## src/rtl/intra_pred_nxn.sv

```systemverilog
// BLK x BLK luma intra predictor (vertical / horizontal / DC / mid-grey) with
// neighbour-availability fallback; streams one predicted row per handshake.
module intra_pred_nxn #(
  parameter int BLK   = 4,
  parameter int PIX_W = 8
) (
  input  logic                   clk,
  input  logic                   reset,
  input  logic                   start,
  input  logic [1:0]             mode,
  input  logic [BLK*PIX_W-1:0]   top,
  input  logic [BLK*PIX_W-1:0]   left,
  input  logic                   top_avail,
  input  logic                   left_avail,
  output logic                   busy,
  output logic                   out_valid,
  input  logic                   out_ready,
  output logic [BLK*PIX_W-1:0]   out_row,
  output logic [$clog2(BLK)-1:0] out_row_idx,
  output logic                   done,
  output logic                   mode_err
);
  localparam int IDX_W = $clog2(BLK);
  localparam int LOG_B = $clog2(BLK);
  localparam int SW    = PIX_W + $clog2(2*BLK);
  localparam logic [PIX_W-1:0] MID = {1'b1, {(PIX_W-1){1'b0}}};

  typedef enum logic [1:0] {IDLE, CALC, EMIT} state_t;
  typedef enum logic [1:0] {EFF_V, EFF_H, EFF_DC, EFF_MID} eff_t;

  state_t               state_q, state_d;
  eff_t                 eff_q, eff_d;
  logic [BLK*PIX_W-1:0] top_q, top_d, left_q, left_d;
  logic [1:0]           mode_q, mode_d;
  logic                 tav_q, tav_d, lav_q, lav_d;
  logic [SW-1:0]        sum_q, sum_d;
  logic                 err_q, err_d;
  logic                 busy_q, busy_d, valid_q, valid_d;
  logic                 done_q, done_d, mode_err_q, mode_err_d;
  logic [BLK*PIX_W-1:0] row_q, row_d;
  logic [IDX_W-1:0]     idx_q, idx_d;

  logic [SW-1:0]        sum_t, sum_l;
  logic [PIX_W-1:0]     dc_val, left_pix;
  logic [IDX_W-1:0]     row_sel;
  logic [BLK*PIX_W-1:0] row_pred;

  always_comb begin
    sum_t = '0;
    sum_l = '0;
    for (int i = 0; i < BLK; i++) begin
      sum_t = sum_t + SW'(top_q[i*PIX_W +: PIX_W]);
      sum_l = sum_l + SW'(left_q[i*PIX_W +: PIX_W]);
    end
  end

  // sum_q already carries the rounding term; only the divide is left here.
  always_comb begin
    if (tav_q && lav_q)      dc_val = PIX_W'(sum_q >> (LOG_B + 1));
    else if (tav_q || lav_q) dc_val = PIX_W'(sum_q >> LOG_B);
    else                     dc_val = MID;
  end

  // Row being prepared: row 0 on entry to EMIT, otherwise the successor.
  always_comb begin
    row_sel  = valid_q ? idx_q + 1'b1 : '0;
    left_pix = left_q[row_sel*PIX_W +: PIX_W];
  end

  generate
    for (genvar gi = 0; gi < BLK; gi++) begin : g_col
      assign row_pred[gi*PIX_W +: PIX_W] =
        (eff_q == EFF_V)  ? top_q[gi*PIX_W +: PIX_W] :
        (eff_q == EFF_H)  ? left_pix :
        (eff_q == EFF_DC) ? dc_val : MID;
    end
  endgenerate

  always_comb begin
    state_d    = state_q;
    eff_d      = eff_q;
    top_d      = top_q;
    left_d     = left_q;
    mode_d     = mode_q;
    tav_d      = tav_q;
    lav_d      = lav_q;
    sum_d      = sum_q;
    err_d      = err_q;
    busy_d     = busy_q;
    valid_d    = valid_q;
    row_d      = row_q;
    idx_d      = idx_q;
    done_d     = 1'b0;
    mode_err_d = 1'b0;
    case (state_q)
      IDLE: begin
        if (start) begin
          top_d   = top;
          left_d  = left;
          mode_d  = mode;
          tav_d   = top_avail;
          lav_d   = left_avail;
          busy_d  = 1'b1;
          state_d = CALC;
        end
      end
      CALC: begin
        if (tav_q && lav_q) sum_d = sum_t + sum_l + SW'(BLK);
        else if (tav_q)     sum_d = sum_t + SW'(BLK/2);
        else if (lav_q)     sum_d = sum_l + SW'(BLK/2);
        else                sum_d = '0;
        err_d = 1'b0;
        case (mode_q)
          2'd0: begin eff_d = tav_q ? EFF_V : EFF_MID; err_d = !tav_q; end
          2'd1: begin eff_d = lav_q ? EFF_H : EFF_MID; err_d = !lav_q; end
          2'd2: eff_d = EFF_DC;
          default: eff_d = EFF_MID;
        endcase
        state_d = EMIT;
      end
      EMIT: begin
        if (!valid_q) begin
          valid_d = 1'b1;
          idx_d   = '0;
          row_d   = row_pred;
        end else if (out_ready) begin
          if (idx_q == IDX_W'(BLK-1)) begin
            valid_d    = 1'b0;
            busy_d     = 1'b0;
            done_d     = 1'b1;
            mode_err_d = err_q;
            state_d    = IDLE;
          end else begin
            idx_d = row_sel;
            row_d = row_pred;
          end
        end
      end
      default: state_d = IDLE;
    endcase
  end

  always_ff @(posedge clk or posedge reset) begin
    if (reset) begin
      state_q    <= IDLE;
      eff_q      <= EFF_MID;
      top_q      <= '0;
      left_q     <= '0;
      mode_q     <= '0;
      tav_q      <= 1'b0;
      lav_q      <= 1'b0;
      sum_q      <= '0;
      err_q      <= 1'b0;
      busy_q     <= 1'b0;
      valid_q    <= 1'b0;
      row_q      <= '0;
      idx_q      <= '0;
      done_q     <= 1'b0;
      mode_err_q <= 1'b0;
    end else begin
      state_q    <= state_d;
      eff_q      <= eff_d;
      top_q      <= top_d;
      left_q     <= left_d;
      mode_q     <= mode_d;
      tav_q      <= tav_d;
      lav_q      <= lav_d;
      sum_q      <= sum_d;
      err_q      <= err_d;
      busy_q     <= busy_d;
      valid_q    <= valid_d;
      row_q      <= row_d;
      idx_q      <= idx_d;
      done_q     <= done_d;
      mode_err_q <= mode_err_d;
    end
  end

  assign busy        = busy_q;
  assign out_valid   = valid_q;
  assign out_row     = row_q;
  assign out_row_idx = idx_q;
  assign done        = done_q;
  assign mode_err    = mode_err_q;
endmodule

```

## config.mk

```make
export PLATFORM = sky130hd
export DESIGN_NAME = intra_pred_nxn
export DESIGN_NICKNAME = d
export VERILOG_FILES = /design/src/rtl/intra_pred_nxn.sv
export SDC_FILE = /design/constraint.sdc
export NUM_CORES = 1
export LEC_CHECK = 0
export BUFFER_PORTS_ARGS = -buffer_cell sky130_fd_sc_hd__buf_2
export CORE_MARGIN = 3
export CORE_UTILIZATION = 45
export CTS_BUF_LIST = sky130_fd_sc_hd__clkbuf_4
export CTS_CLUSTER_DIAMETER = 60
export DETAILED_ROUTE_END_ITERATION = 8
export PLACE_DENSITY = 0.76
export SETUP_SLACK_MARGIN = 0.1
export SYNTH_ARGS = -nofsm -noshare
export SYNTH_HDL_FRONTEND = slang
export SYNTH_SLANG_ARGS = --single-unit
```

## constraint.sdc

```tcl
create_clock -name clk -period 6.2 [get_ports clk]
set_clock_uncertainty 0.15 [all_clocks]
set_input_delay 0.93 -clock clk [delete_from_list [all_inputs] [get_ports clk]]
set_output_delay 0.93 -clock clk [all_outputs]
set_load 0.05 [all_outputs]
```

**Word-level counts from Yosys, hierarchy flattened**

Index checks and enable logic that the tools add are counted.
Widths: inputs -> output; s select.

- Bits of input ports: 72
- Register bits after elaboration: 122

- Shift-type cells: 1
- $add $sub $neg: 11
- Muxes and demuxes: 43
- Equality and inequality tests: 13
- Reductions and logical operators: 12

Operators by type and width:

| operator | number |
|---|---|
| $mux 32 | 3 |
| $mux 8 | 8 |
| $mux 11 | 3 |
| $shiftx 32x6->8 | 1 |
| $add 10x8->11 | 2 |
| $add 11x2->11 const B | 2 |
| $add 9x8->10 | 2 |
| $mux 2 | 10 |
| $add 8x8->9 | 2 |
| $mux 1 | 15 |
| $ne 2x2->1 const B | 6 |
| $pmux 2 s3 | 2 |
| $add 11x11->11 | 1 |
| $add 11x3->11 const B | 1 |
| $eq 2x2->1 const B | 4 |
| $eq 2x1->1 const B | 3 |
| $logic_not 2->1 | 3 |
| $reduce_and 5->1 | 1 |
| $pmux 1 s2 | 2 |
| $reduce_and 4->1 | 1 |
| $reduce_and 3->1 | 1 |
| $add 2x1->2 const B | 1 |
| $logic_not 1->1 | 2 |
| $reduce_and 2->1 | 1 |
| other kinds (3) | 3 |

**Longest topological paths before layout**

- Depth after elaboration: 9
- Depth in mapped cells: 19
- Depth with buffers taken out: 18

**Worst setup path after synthesis**

No wires, ideal clock.

- Path kind: reg2reg
- Start: register top_q[2]
- End: register sum_q[9]
- Period minus slack after synthesis: 4.485 ns
- Slack: 1.715 ns
- Stages on the path, launching flop included: 18
- Buffers on the path: 0
- Arrival time: 4.245 ns
- Setup time: 0.090 ns
- Cells stage by stage: dfrtp_1 inv_1 fa_1 fa_1 inv_1 ha_1 a211oi_4 nor3_2 o41ai_2 xor2_2 inv_1 ha_1 ha_1 or3_1 o21ai_0 mux2i_1 nand3_1 o221ai_1

- Longest elaborated chain between the ends: 6
- Elaborated cells on any way between the ends: 8
- Those cells by class: 6 x add/sub; 2 x mux

RTL lines:

| item | RTL line | text |
|---|---|---|
| start, declared | 33 | `logic [BLK*PIX_W-1:0] top_q, top_d, left_q, left_d;` |
| start signal, assigned | 163 | `top_q <= top_d;` |
| $add 8x8->9 (*) | 52 | `sum_t = sum_t + SW'(top_q[i*PIX_W +: PIX_W]);` |
| $add 9x8->10 (*) | 52 |  |
| $add 10x8->11 (*) | 52 |  |
| $add 11x11->11 / $add 11x2->11 (equally long branches) | 108, 109 |  |
| $add 11x3->11 / $mux 11 (equally long branches) | 108, 109 |  |
| $mux 11 (*) | 108 | `if (tav_q && lav_q) sum_d = sum_t + sum_l + SW'(BLK);` |
| end signal, assigned | 168 | `sum_q <= sum_d;` |
| end, declared | 36 | `logic [SW-1:0] sum_q, sum_d;` |

Mark *: on every way between the ends. The rest lies on a longest branch, timed or not.
A chain may end at the register's enable or synchronous reset.

**Worst setup path after layout**

- Start: register top_q[17]
- End: register sum_q[8]

- Longest elaborated chain between the ends: 5
- Elaborated cells on any way between the ends: 7
- Those cells by class: 5 x add/sub; 2 x mux

RTL lines:

| item | RTL line |
|---|---|
| $add 9x8->10 (*) | 52 |
| $add 10x8->11 (*) | 52 |
| $add 11x11->11 / $add 11x2->11 (equally long branches) | 108, 109 |
| $add 11x3->11 / $mux 11 (equally long branches) | 108, 109 |
| $mux 11 (*) | 108 |

Marks and branches as above.

==> metrics.txt <==
status=finished clean; drt via density=5.320; Synth cell types=63; Clock Sinks=120; drt drc=0; Worst Setup Start Kind=flop; CTS resizes=0; Bufs on Longest Clock Path=2; Slowest-stage cell, CP=fa_1; R2R depth=18; post-synthesis mux area share=3.851%; Syn-to-layout area delta=12.45%; DR WL/cell=15.77 um; Initial DRC Count=417; port buffer count=109; Mapped Area=7570 um^2; Final ANT Viol Nets=0; Crit path depth=18; ranking of synthesized cells by area=dfrtp_1 (39%), fa_1 (8.7%), ha_1 (6.1%); Simple-Gate Fraction of Synth Area=12.76%; GP Congestion=about 0.96; Syn Area/Cell=9.022 um^2; # hold bufs at CTS=0; largest family of logic cells by synthesized area=compound AO/OA/AOI/OAI gates; global route overflow=0; EDFF count, synth=0; most frequent cells in the layout=dfrtp_1 (118), buf_2 (109), nand2_1 (105); Synth Flop Type=dfrtp_1; Die W=135.7 um; H-tree lvl count=4; arrival time worst endpoint=around 5.2 ns; Top cell by count, worst path=fa_1; fin area=8512 um^2; Vias=6182; CTS buffer count=17; Period minus WS final=4.867 ns; Detail Placement HPWL=13.68 mm; RSZ-0062 raised after global routing=no; TritonCTS clock tree=done; DRT Pass-1 Iters=5; vias in the first global route=roughly 6000; Clock Latency Late Sink=approximately 0.55 ns; GRT Total Usage=about a fifth; WP data required=between 6 and 7 ns; period utilisation layout=about 80%; dpl cells=approximately 1100; Cells after Synth=839; largest net degree at the start of global routing=66; max incr delay on CP=0.51 ns; Post-Synth XOR/XNOR Area=roughly 3.7%; clk slew on worst S/H paths=0.12 ns; Final Setup Violations=0; n_diodes=0; final hold vios=0; WHS Path Cells=1; Max Cap Violations=0; #FFs+latches synth=120; commonest non-fill, non-tap cell in the layout=dfrtp_1; post-synthesis compound-gate area fraction=18.03%; crit-path max FO=5; initial antenna violation count=0; Worst Hold Class=flop to flop; Core Box Area=around 16000 um^2; asr flop ratio synth=between 90% and 100%; Net Count, Synth=981; row count=46; Peak Freq=~0.21 GHz; Worst Tran Pin Value=0.9890 ns; NumNets Final=1076; worst path cell trace=inv_1, fa_1, fa_1, inv_1, ha_1, fa_1, a21oi_1, o21ai_1, a21oi_1, xor2_1, xnor2_1, ha_1, nor2b_1, a41oi_1, nor2b_1, xnor2_1, o221ai_1, o21ai_1; Synthesis Warnings=0; Starting Density=46.80%; placed cell area=8302 um^2; Core Util, Final=52.63%; global-route wire length before repair=29.97 mm; fin. max-slew vios=0; leading area contributor after synthesis=dfrtp_1; die height=around 140 um; Clk Tree Root Cell=clkbuf_4; Buf+Inv Stages, Crit Path=2; final std cells w/o fill=1162; Worst Setup End Kind=flop; area of the die=18410 um^2; share of cells above drive strength 1=18.82%; Post-Synth Adder-Cell Area=14.84%; # Post-CTS Setup Buffers=0; Worst path top cell family by delay=adder cells; WS Path Type=flop to flop; setup_tns=0 ns; io pins=110; Routed WL=18.32 mm; max_slew headroom=33.93%; post-synthesis sequential area ratio=39.70%; Synth top area share=about two fifths
worst register-to-register path, cell delays in order, from the launching register on:
cell and delay [ns]:
dfrtp_1 0.39, inv_1 0.09, fa_1 0.44, fa_1 0.51, inv_1 0.04, ha_1 0.24
fa_1 0.49, a21oi_1 0.21, o21ai_1 0.08, a21oi_1 0.20, xor2_1 0.42, xnor2_1 0.15
ha_1 0.37, nor2b_1 0.15, a41oi_1 0.22, nor2b_1 0.20, xnor2_1 0.13, o221ai_1 0.14
o21ai_1 0.18
worst paths after layout:
kind                                            start                     to  slack, ns
worst max-delay path            top_q[17]$_DFFE_PP0P_   sum_q[8]$_DFFE_PP0N_       1.33
worst min-delay path                err_q$_DFFE_PP0N_      err_q$_DFFE_PP0N_       0.36
worst max register to register  top_q[17]$_DFFE_PP0P_   sum_q[8]$_DFFE_PP0N_       1.33
worst min register to register      err_q$_DFFE_PP0N_      err_q$_DFFE_PP0N_       0.36
max in group asynchronous                       reset  left_q[2]$_DFFE_PP0P_       4.27
min in group asynchronous                       reset  top_q[18]$_DFFE_PP0P_       0.38
state kept, by name, summed over array words and instances (netlist names):
register	flops
left_q	32
out_row	32
top_q	32
sum_q	9
eff_q	2
mode_q	2
out_row_idx	2
state_q	2
busy	1
done	1
err_q	1
lav_q	1
mode_err	1
out_valid	1
tav_q	1
routing by layer:
metal / part of all wire (%) / up-vias / wire, um / global-route usage [%]
li1: - / 3009 / - / -
met1: 44 / 2961 / 8075 / 27.99
met5: 0 / - / 0 / 0
met2: 48 / 191 / 8814 / 33.24
met3: 6.3 / 21 / 1156 / 4.569
met4: 1.5 / 0 / 275 / 5.935
cell families (layout without fill, tap and decap cells):
group	Yosys count	after routing
adders and majority gates	70	70
AOI/OAI and AO/OA	227	227
muxes	27	27
xor gates and xnor gates	30	30
and+or+nand+nor	222	222
DFF	120	120
buffers and inverters	143	250
synthesized netlist by cell type, drive strengths merged, types with 6 or more instances:
| master | n |
|---|---|
| a211oi | 7 |
| a21o | 7 |
| a21oi | 54 |
| a31oi | 28 |
| and3 | 6 |
| clkbuf | 37 |
| dfrtp | 118 |
| fa | 33 |
| ha | 37 |
| inv | 104 |
| mux2 | 14 |
| mux2i | 13 |
| nand2 | 106 |
| nand2b | 7 |
| nand3 | 13 |
| nor2 | 65 |
| nor2b | 8 |
| o21ai | 91 |
| o22ai | 6 |
| xnor2 | 18 |
| xor2 | 12 |
stage by stage:
step / hold WS, ns / worst slack [ns]
6_report: 0.3617 / 1.333
3_5_place_dp: 0.3335 / 1.398
3_3_place_gp: 0.3323 / 1.491
4_1_cts: 0.3607 / 1.371
2_1_floorplan: 0.3040 / 1.715
5_1_grt: 0.3903 / 1.028
layout make-up:
type                    instances  area [um^2]
multi-input cells             576         4043
well taps                     216        270.3
fillers                      1477         7661
clock buffers                  20        150.1
clock inverters                11        60.06
inverters                     104        392.9
repair buffers                115        590.6
flip-flops and latches        120         3005
Power is not shown: default switching activity piles up to over one toggle a cycle in this logic, so the estimate is an artifact.
